[src/rtl/acc_seq_ctrl_pkg.sv]
// Shared types and defaults for the convolution accumulator sequencing controller.
package acc_seq_ctrl_pkg;

    localparam int ACC_W        = 16;
    localparam int TAPS_DEF     = 25;
    localparam int NUM_OUTS_DEF = 784;

    typedef enum logic [1:0] {
        ST_IDLE  = 2'd0,
        ST_ACCUM = 2'd1,
        ST_WRITE = 2'd2,
        ST_DONE  = 2'd3
    } state_e;

    // Negative results clamp to zero; the sign bit is the MSB of the two's complement sum.
    function automatic logic [ACC_W-1:0] relu(input logic [ACC_W-1:0] v);
        return v[ACC_W-1] ? '0 : v;
    endfunction

endpackage

[src/rtl/acc_tap_counter.sv]
// Wrapping event counter: counts inc pulses 0..TERM-1, then wraps to 0; clr has priority.
// Latency: count updates on the edge after inc; last is combinational from the count.
// Backpressure: none, the caller gates inc.
module acc_tap_counter #(
    parameter int W    = 8,
    parameter int TERM = 25
) (
    input  logic         clk,
    input  logic         rst_n,
    input  logic         clr,
    input  logic         inc,
    output logic [W-1:0] cnt,
    output logic         last
);

    logic [W-1:0] cnt_q;
    logic [W-1:0] cnt_d;

    assign cnt  = cnt_q;
    assign last = (cnt_q == W'(TERM - 1));

    always_comb begin
        cnt_d = cnt_q;
        if (clr) begin
            cnt_d = '0;
        end else if (inc) begin
            cnt_d = last ? '0 : cnt_q + W'(1);
        end
    end

    always_ff @(posedge clk or negedge rst_n) begin
        if (!rst_n) begin
            cnt_q <= '0;
        end else begin
            cnt_q <= cnt_d;
        end
    end

endmodule

[src/rtl/acc_seq_ctrl.sv]
// Drives accumulator enable/clear over TAPS partial sums per output and writes NUM_OUTS results.
// Latency: result is on the write port the cycle after the last tap; ACC_SEQ_CTRL_RELU_EN adds ReLU.
// Backpressure: in_ready drops while a write waits; the write holds stable until wr_ready.
module acc_seq_ctrl
    import acc_seq_ctrl_pkg::*;
#(
    parameter int TAPS     = TAPS_DEF,
    parameter int NUM_OUTS = NUM_OUTS_DEF,
    parameter int ADDR_W   = 10
) (
    input  logic                    clk,
    input  logic                    rst_n,
    input  logic                    start,
    input  logic [ADDR_W-1:0]       base_addr,
    input  logic                    in_valid,
    output logic                    in_ready,
    output logic                    acc_enable,
    output logic                    acc_clear,
    input  logic signed [ACC_W-1:0] acc_sum,
    output logic                    wr_valid,
    input  logic                    wr_ready,
    output logic [ADDR_W-1:0]       wr_addr,
    output logic [ACC_W-1:0]        wr_data,
    output logic                    busy,
    output logic                    done
);

    state_e              state_q;
    state_e              state_d;
    logic [ADDR_W-1:0]   addr_q;
    logic [ADDR_W-1:0]   addr_d;
    logic [7:0]          tap_cnt;
    logic                tap_last;
    logic [ADDR_W-1:0]   out_cnt_unused;
    logic                out_last;
    logic                job_start;
    logic                wr_hs;
    logic [ACC_W-1:0]    result;

    assign job_start  = (state_q == ST_IDLE) && start;
    assign in_ready   = (state_q == ST_ACCUM);
    assign acc_enable = in_valid && in_ready;
    assign acc_clear  = acc_enable && (tap_cnt == '0);
    assign wr_valid   = (state_q == ST_WRITE);
    assign wr_hs      = wr_valid && wr_ready;
    assign busy       = (state_q != ST_IDLE);
    assign done       = (state_q == ST_DONE);

`ifdef ACC_SEQ_CTRL_RELU_EN
    assign result = relu(acc_sum);
`else
    assign result = acc_sum;
`endif

    // Outside WRITE the port reads zero so idle/reset values do not leak acc_sum or a stale address.
    assign wr_addr = wr_valid ? addr_q : '0;
    assign wr_data = wr_valid ? result : '0;

    acc_tap_counter #(
        .W    (8),
        .TERM (TAPS)
    ) u_tap_cnt (
        .clk   (clk),
        .rst_n (rst_n),
        .clr   (job_start),
        .inc   (acc_enable),
        .cnt   (tap_cnt),
        .last  (tap_last)
    );

    acc_tap_counter #(
        .W    (ADDR_W),
        .TERM (NUM_OUTS)
    ) u_out_cnt (
        .clk   (clk),
        .rst_n (rst_n),
        .clr   (job_start),
        .inc   (wr_hs),
        .cnt   (out_cnt_unused),
        .last  (out_last)
    );

    always_comb begin
        state_d = state_q;
        addr_d  = addr_q;
        case (state_q)
            ST_IDLE: begin
                if (start) begin
                    state_d = ST_ACCUM;
                    addr_d  = base_addr;
                end
            end
            ST_ACCUM: begin
                if (acc_enable && tap_last) begin
                    state_d = ST_WRITE;
                end
            end
            ST_WRITE: begin
                if (wr_ready) begin
                    addr_d  = addr_q + ADDR_W'(1);
                    state_d = out_last ? ST_DONE : ST_ACCUM;
                end
            end
            ST_DONE: state_d = ST_IDLE;
            default: state_d = ST_IDLE;
        endcase
    end

    always_ff @(posedge clk or negedge rst_n) begin
        if (!rst_n) begin
            state_q <= ST_IDLE;
            addr_q  <= '0;
        end else begin
            state_q <= state_d;
            addr_q  <= addr_d;
        end
    end

endmodule

[config.mk]
export PLATFORM = sky130hd
export DESIGN_NAME = acc_seq_ctrl
export DESIGN_NICKNAME = d
export VERILOG_FILES = /design/src/rtl/acc_seq_ctrl_pkg.sv /design/src/rtl/acc_tap_counter.sv /design/src/rtl/acc_seq_ctrl.sv
export SDC_FILE = /design/constraint.sdc
export NUM_CORES = 1
export LEC_CHECK = 0
export ABC_AREA = 1
export BUFFER_PORTS_ARGS = -buffer_cell sky130_fd_sc_hd__buf_2
export CAP_MARGIN = 20
export CORE_MARGIN = 5
export CORE_UTILIZATION = 56
export CTS_CLUSTER_SIZE = 8
export DETAILED_ROUTE_END_ITERATION = 16
export PLACE_DENSITY = 0.85
export SYNTH_ARGS = -nofsm -noshare
export SYNTH_HDL_FRONTEND = slang
export SYNTH_HIERARCHICAL = 1
export SYNTH_SLANG_ARGS = --single-unit
[constraint.sdc]
create_clock -name clk -period 2.99 [get_ports clk]
set_clock_uncertainty 0.1 [all_clocks]
set_input_delay 0.299 -clock clk [delete_from_list [all_inputs] [get_ports clk]]
set_output_delay 0.299 -clock clk [all_outputs]
set_load 0.05 [all_outputs]
* Yosys cells after proc, flatten, opt, wreduce, memory -nomap -nowiden
Index checks and enable logic that the tools add are counted.
** Storage, ports and cells
- Register bits after elaboration :: 30
- Latch bits :: 0
- RAM bits :: 0
- ROM bits :: 0
- Bits of input ports :: 31
- Output and inout port bits :: 32
- Logic and storage cells :: 44
- Memories :: 0
** Operators by class
- $add $sub $neg :: 3
- Multiply operators :: 0
- Div/mod/pow operators :: 0
- $lt $le $gt $ge :: 0
- Eq/ne operators :: 8
- Shift operators :: 0
- Multiplexer cells :: 16
- Bitwise operators :: 0
- Reduce and logical (&&, ||, !) cells :: 13
** Operators with widths (count)
- $mux 10 :: 6
- $mux 8 :: 3
- $add 10x1->10 const B :: 2
- $pmux 10 s2 :: 1
- $mux 16 :: 1
- $eq 10x10->1 const B :: 1
- $add 8x1->8 const B :: 1
- $eq 8x5->1 const B :: 1
- $logic_not 8->1 :: 1
- $mux 2 :: 4
- $pmux 2 s4 :: 1
- $reduce_bool 2->1 :: 4
- $reduce_and 3->1 :: 2
- $logic_and 1x1->1 :: 5
- $eq 2x2->1 const B :: 2
- $ne 2x1->1 const B :: 2
- $eq 2x1->1 const B :: 1
- $logic_not 2->1 :: 1
- $ne 2x2->1 const B :: 1

* Logic depth before layout (Yosys ltp)
- Depth after elaboration :: 5
- Mapped depth :: 11
- Mapped depth without buffers :: 10

* Cells and area by module
The synthesis kept the hierarchy.
** Modules (own cells, without submodules)
- acc_seq_ctrl :: instances 1, cells each 182, area an instance 1059.8 µm², sequential area each 300.3 µm²
- acc_tap_counter at u_out_cnt :: instances 1, cells each 86, area an instance 610.6 µm², sequential area each 250.2 µm²
- acc_tap_counter at u_tap_cnt :: instances 1, cells each 66, area an instance 504.2 µm², sequential area each 200.2 µm²

* Least setup slack after synthesis
Ideal clock, no wire load.
- Kind :: register -> register
- Start point :: register state_q[1]
- End point :: register u_tap_cnt.cnt_q[5] (netlist: u_tap_cnt/cnt[5])
- Library setup time :: 71 ps
- Arrival :: 2279 ps
- Required time :: 2819 ps
- Setup slack :: 539 ps
- Stages on the path, launching flop included :: 10
- Path buffers :: 0
- Period minus slack after synthesis :: 2451 ps
- Cell sequence :: dfrtp_1 -> nor2_1 -> nand2_1 -> inv_1 -> nor2_4 -> nor2_2 -> nand2_1 -> nand2_1 -> nand2_1 -> nor2_1
** Between the ends
- Cells in the longest elaborated chain, start to end :: 3
- Elaborated cells on any way between the ends :: 6
- Those cells by class :: eq/ne: 1; mux: 1; reduce/logical: 4
** Ends and longest elaborated chain
- start: declaration :: line acc_seq_ctrl.sv:28 : state_e state_q;
- start signal: assignment :: line acc_seq_ctrl.sv:114 : state_q <= state_d;
- $eq 2x1->1 :: line acc_seq_ctrl.sv:41 : assign in_ready = (state_q == ST_ACCUM);
- via in_ready :: line acc_seq_ctrl.sv:16 : output logic in_ready,
- $logic_and 1x1->1 :: line acc_seq_ctrl.sv:42 : assign acc_enable = in_valid && in_ready;
- via acc_enable :: line acc_seq_ctrl.sv:17 : output logic acc_enable,
- $reduce_bool 2->1 (no source line)
- end signal: assignment :: line acc_tap_counter.sv:35 : cnt_q <= cnt_d;
- end: declaration :: line acc_tap_counter.sv:16 : logic [W-1:0] cnt_q;
The timed path passes the listed nets, and every way through them passes these cells.
A chain may end at the register's enable or synchronous reset.

* Final worst setup path
- Start point :: register state_q[1]
- End point :: output wr_valid
** Between the ends
- Cells in the longest elaborated chain, start to end :: 1
** Ends and longest elaborated chain
- $eq 2x2->1 :: line acc_seq_ctrl.sv:44 : assign wr_valid = (state_q == ST_WRITE);
- end: declaration :: line acc_seq_ctrl.sv:20 : output logic wr_valid,
Every way passes these cells.

==> run_results.csv <==
group,metric,value,unit
clock_network,clock_latency,0.29,ns
sta,fmax,0.453,GHz
worst_setup_path,worst-path-stages,3,
worst_setup_path,timing_worst_setup_path_type,"reg -> out",
synthesis,ys_seq_area_share,34.5,%
worst_setup_path,cp_data_arrival_time,1.81,ns
floorplan,dieWidth,72.3,um
detailed_routing,drt_wl_total,5210,um
outcome,status,"completed",
min_path,hp-start,"base_addr[1]",
final_layout,syn2layout_area_growth,19.9,%
sta,layout_setup_ws,0.781,ns
detailed_routing,vias_per_cell,4.88,
floorplan,initial_core_util,58.5,%
detailed_routing,drc_errors,0,
global_route,grtUsageTotal,20.5,%
final_layout,finalInstanceArea,2610,sq um
synthesis,synth-xor-area-share,2.82,%
placement,gp_congestion,0.884,
synthesis,synth_compound_area_share,7.25,%
synthesis,syn_nets,369,
detailed_routing,first_pass_iters,4,
clock_network,cts_hold_buf,1,
synthesis,synth_top_area_share,34.5,%
pwr,powerDensity,847,nW/um^2
synthesis,avgSynthCellArea,6.51,sq um
worst_setup_path,startpoint,"state_q[1]",
final_layout,final_common_cell,"nand2_1",
worst_setup_path,cp-start-kind,"flip-flop",
synthesis,synth_area_leaders,"dfrtp_1 35%, nand2_1 14%, nor2_1 13%",
final_layout,layout-drive-gt1-share,23.5,%
global_route,grt_pass1_vias,1967,
sta,min_period,2.21,ns
detailed_routing,first_iter_violations,172,
clock_network,cts.clk_slew.worst_paths,0.07,ns
floorplan,die_h,72.3,um
worst_setup_path,required,2.59,ns
worst_setup_path,r2r_cells,7,
sta,maxSlewHeadroom,56.1,%
worst_setup_path,slowest_stage,"dfrtp_1",
clock_network,clock-root-buffer,"clkbuf_8",
final_layout,final_nets,434,
synthesis,ys_seq_elements,30,
global_route,grt_overflow,0,
clock_network,cts_max_level,2,
worst_setup_path,cp_max_fo,41,
sta,rsz0062_at_grt,"false",
pwr,vdd_ir_drop_max,0.551,mV
floorplan,dieArea,5230,sq um
sta,fin_crit_sh,73.9,%
clock_network,clock_path_buffers,2,
floorplan,core.rowCount,22,
placement,place_hpwl,3910,um
synthesis,synth_top_family_by_area,"simple AND/OR/NAND/NOR gates",
worst_setup_path,crit_chain,"nand2_4 -> clkinv_1 -> buf_2",
sta,tightest_slew,0.659,ns
detailed_routing,wl_per_cell,11.6,um
sta,fin_setup_tns,0,ns
clock_network,cts_setup_buffers,0,
pwr,cellLeakagePower,1.48,nW
global_route,grt_max_degree,42,
min_path,min_path_cells,3,
final_layout,layout_common_cells,"80 x nand2_1, 78 x nor2_1, 62 x buf_2, 55 x inv_1, 30 x dfrtp_1",
placement,place_ws,1.11,ns
placement,io_buffers,62,
global_route,grt_pass1_wl,8520,um
sta,finalHoldViolCount,0,
worst_setup_path,slowest_delay,0.43,ns
clock_network,cts_tree,"done",
min_path,hp-class,"in -> reg",
synthesis,synth_cell_types,33,
flow_run,cap_violations,0,
floorplan,pin_count,63,
synthesis,yosys.area_share.adder,2.30,%
synthesis,synth_top_cell_by_area,"dfrtp_1",
global_route,antenna_found_initial,0,
floorplan,coreArea,3720,sq um
pwr,finalPower,0.00221,W
detailed_routing,vias,2184,
worst_setup_path,worstSetupEndpointType,"output port",
sta,setup_viol,0,
clock_network,cts_resized,0,
placement,place_area,2500,sq um
worst_setup_path,critPathTopFamily,"buffers and inverters",
sta,hold_slack,0.179,ns
sta,drv_slew,0,
worst_setup_path,path_buf_inv,2,
synthesis,muxShareOfSynthArea,0,%
synthesis,syn_area,2170,sq um
synthesis,synth_warnings,6,
synthesis,netlist_instances,334,
detailed_routing,antenna_left,0,
worst_setup_path,r2r-start,"state_q[1]",
clock_network,cts_buffers,5,
synthesis,yosys.area_share.simple,41.4,%
final_layout,n_antenna_cell,0,
clock_network,cts.sinks,30,
## final cells by class
class                   instances  area (sq um)
clock buffers                   7          86.3
fillers                       340          1110
flip-flops and latches         30           751
multi-input cells             242          1170
clock inverters                 1          5.00
repair buffers                 63           320
inverters                      57           214
well taps                      48          60.1
## sequential cells by signal, indices dropped and copies added, names as in the netlist
| register | cells |
|---|---|
| u_tap_cnt/cnt | 8 |
| u_out_cnt/cnt | 10 |
| addr_q | 10 |
| state_q | 2 |
## power breakdown
| group | switching [W] | internal [W] | total [W] |
|---|---|---|---|
| clock network | 0.000155 | 0.000185 | 0.000340 |
| registers | 0.000138 | 0.000523 | 0.000661 |
| logic | 0.000890 | 0.000317 | 0.00121 |
## path summary, 6_finish.rpt
| check | to | slack (ns) |
|---|---|---|
| max | wr_valid | 0.78 |
| min | addr_q[1] | 0.18 |
| max reg2reg | u_out_cnt/cnt[8] | 1.08 |
| min reg2reg | addr_q[9] | 0.44 |
| max in group asynchronous | addr_q[4] | 1.89 |
| min in group asynchronous | u_tap_cnt/cnt[2] | 0.47 |
## synthesized netlist by cell type (all sizes together)
master  number
dfrtp       30
o21bai       1
nor4         2
nor3         5
clkinv       1
nand2       84
nand3b       2
xnor2        1
nor2        93
ha           4
a21o         1
a21boi       2
nand3       17
a31o         1
o21ai       13
inv         56
xor2         6
a21oi        3
buf          5
a31oi        1
o22ai        1
nand4        5
## cell families (layout without fill, tap and decap cells)
logic type / count (synthesis) / count (layout)
adder cells (fa/ha/maj): 4 / 4
AND/OR/NAND/NOR: 208 / 208
flip-flops: 30 / 30
AO/OA/AOI/OAI: 23 / 23
XOR/XNOR: 7 / 7
buffers and inverters: 62 / 128
## worst reg2reg max path, delay by kind of cell, from the launching register on
family / cells / cell delay [ns]
buf+inv: 1 / 0.13
flops: 1 / 0.43
xor+xnor: 1 / 0.17
simple gates: 5 / 0.95
## through the flow
step           cells  util, %
2_1_floorplan    334        -
3_3_place_gp     439     67.4
3_5_place_dp     439     67.4
4_1_cts          448     70.1
5_1_grt          448     70.1
6_report         448     70.1
## per-layer routing
layer | GRT usage [%] | vias up | share of wire (%)
met5 | 0 | - | 0
met4 | 8.14 | 0 | 1.7
met3 | 4.16 | 7 | 5.9
met2 | 34.4 | 49 | 49
met1 | 25.8 | 982 | 44
li1 | - | 1146 | -
Power figures use the tool's default switching activity.
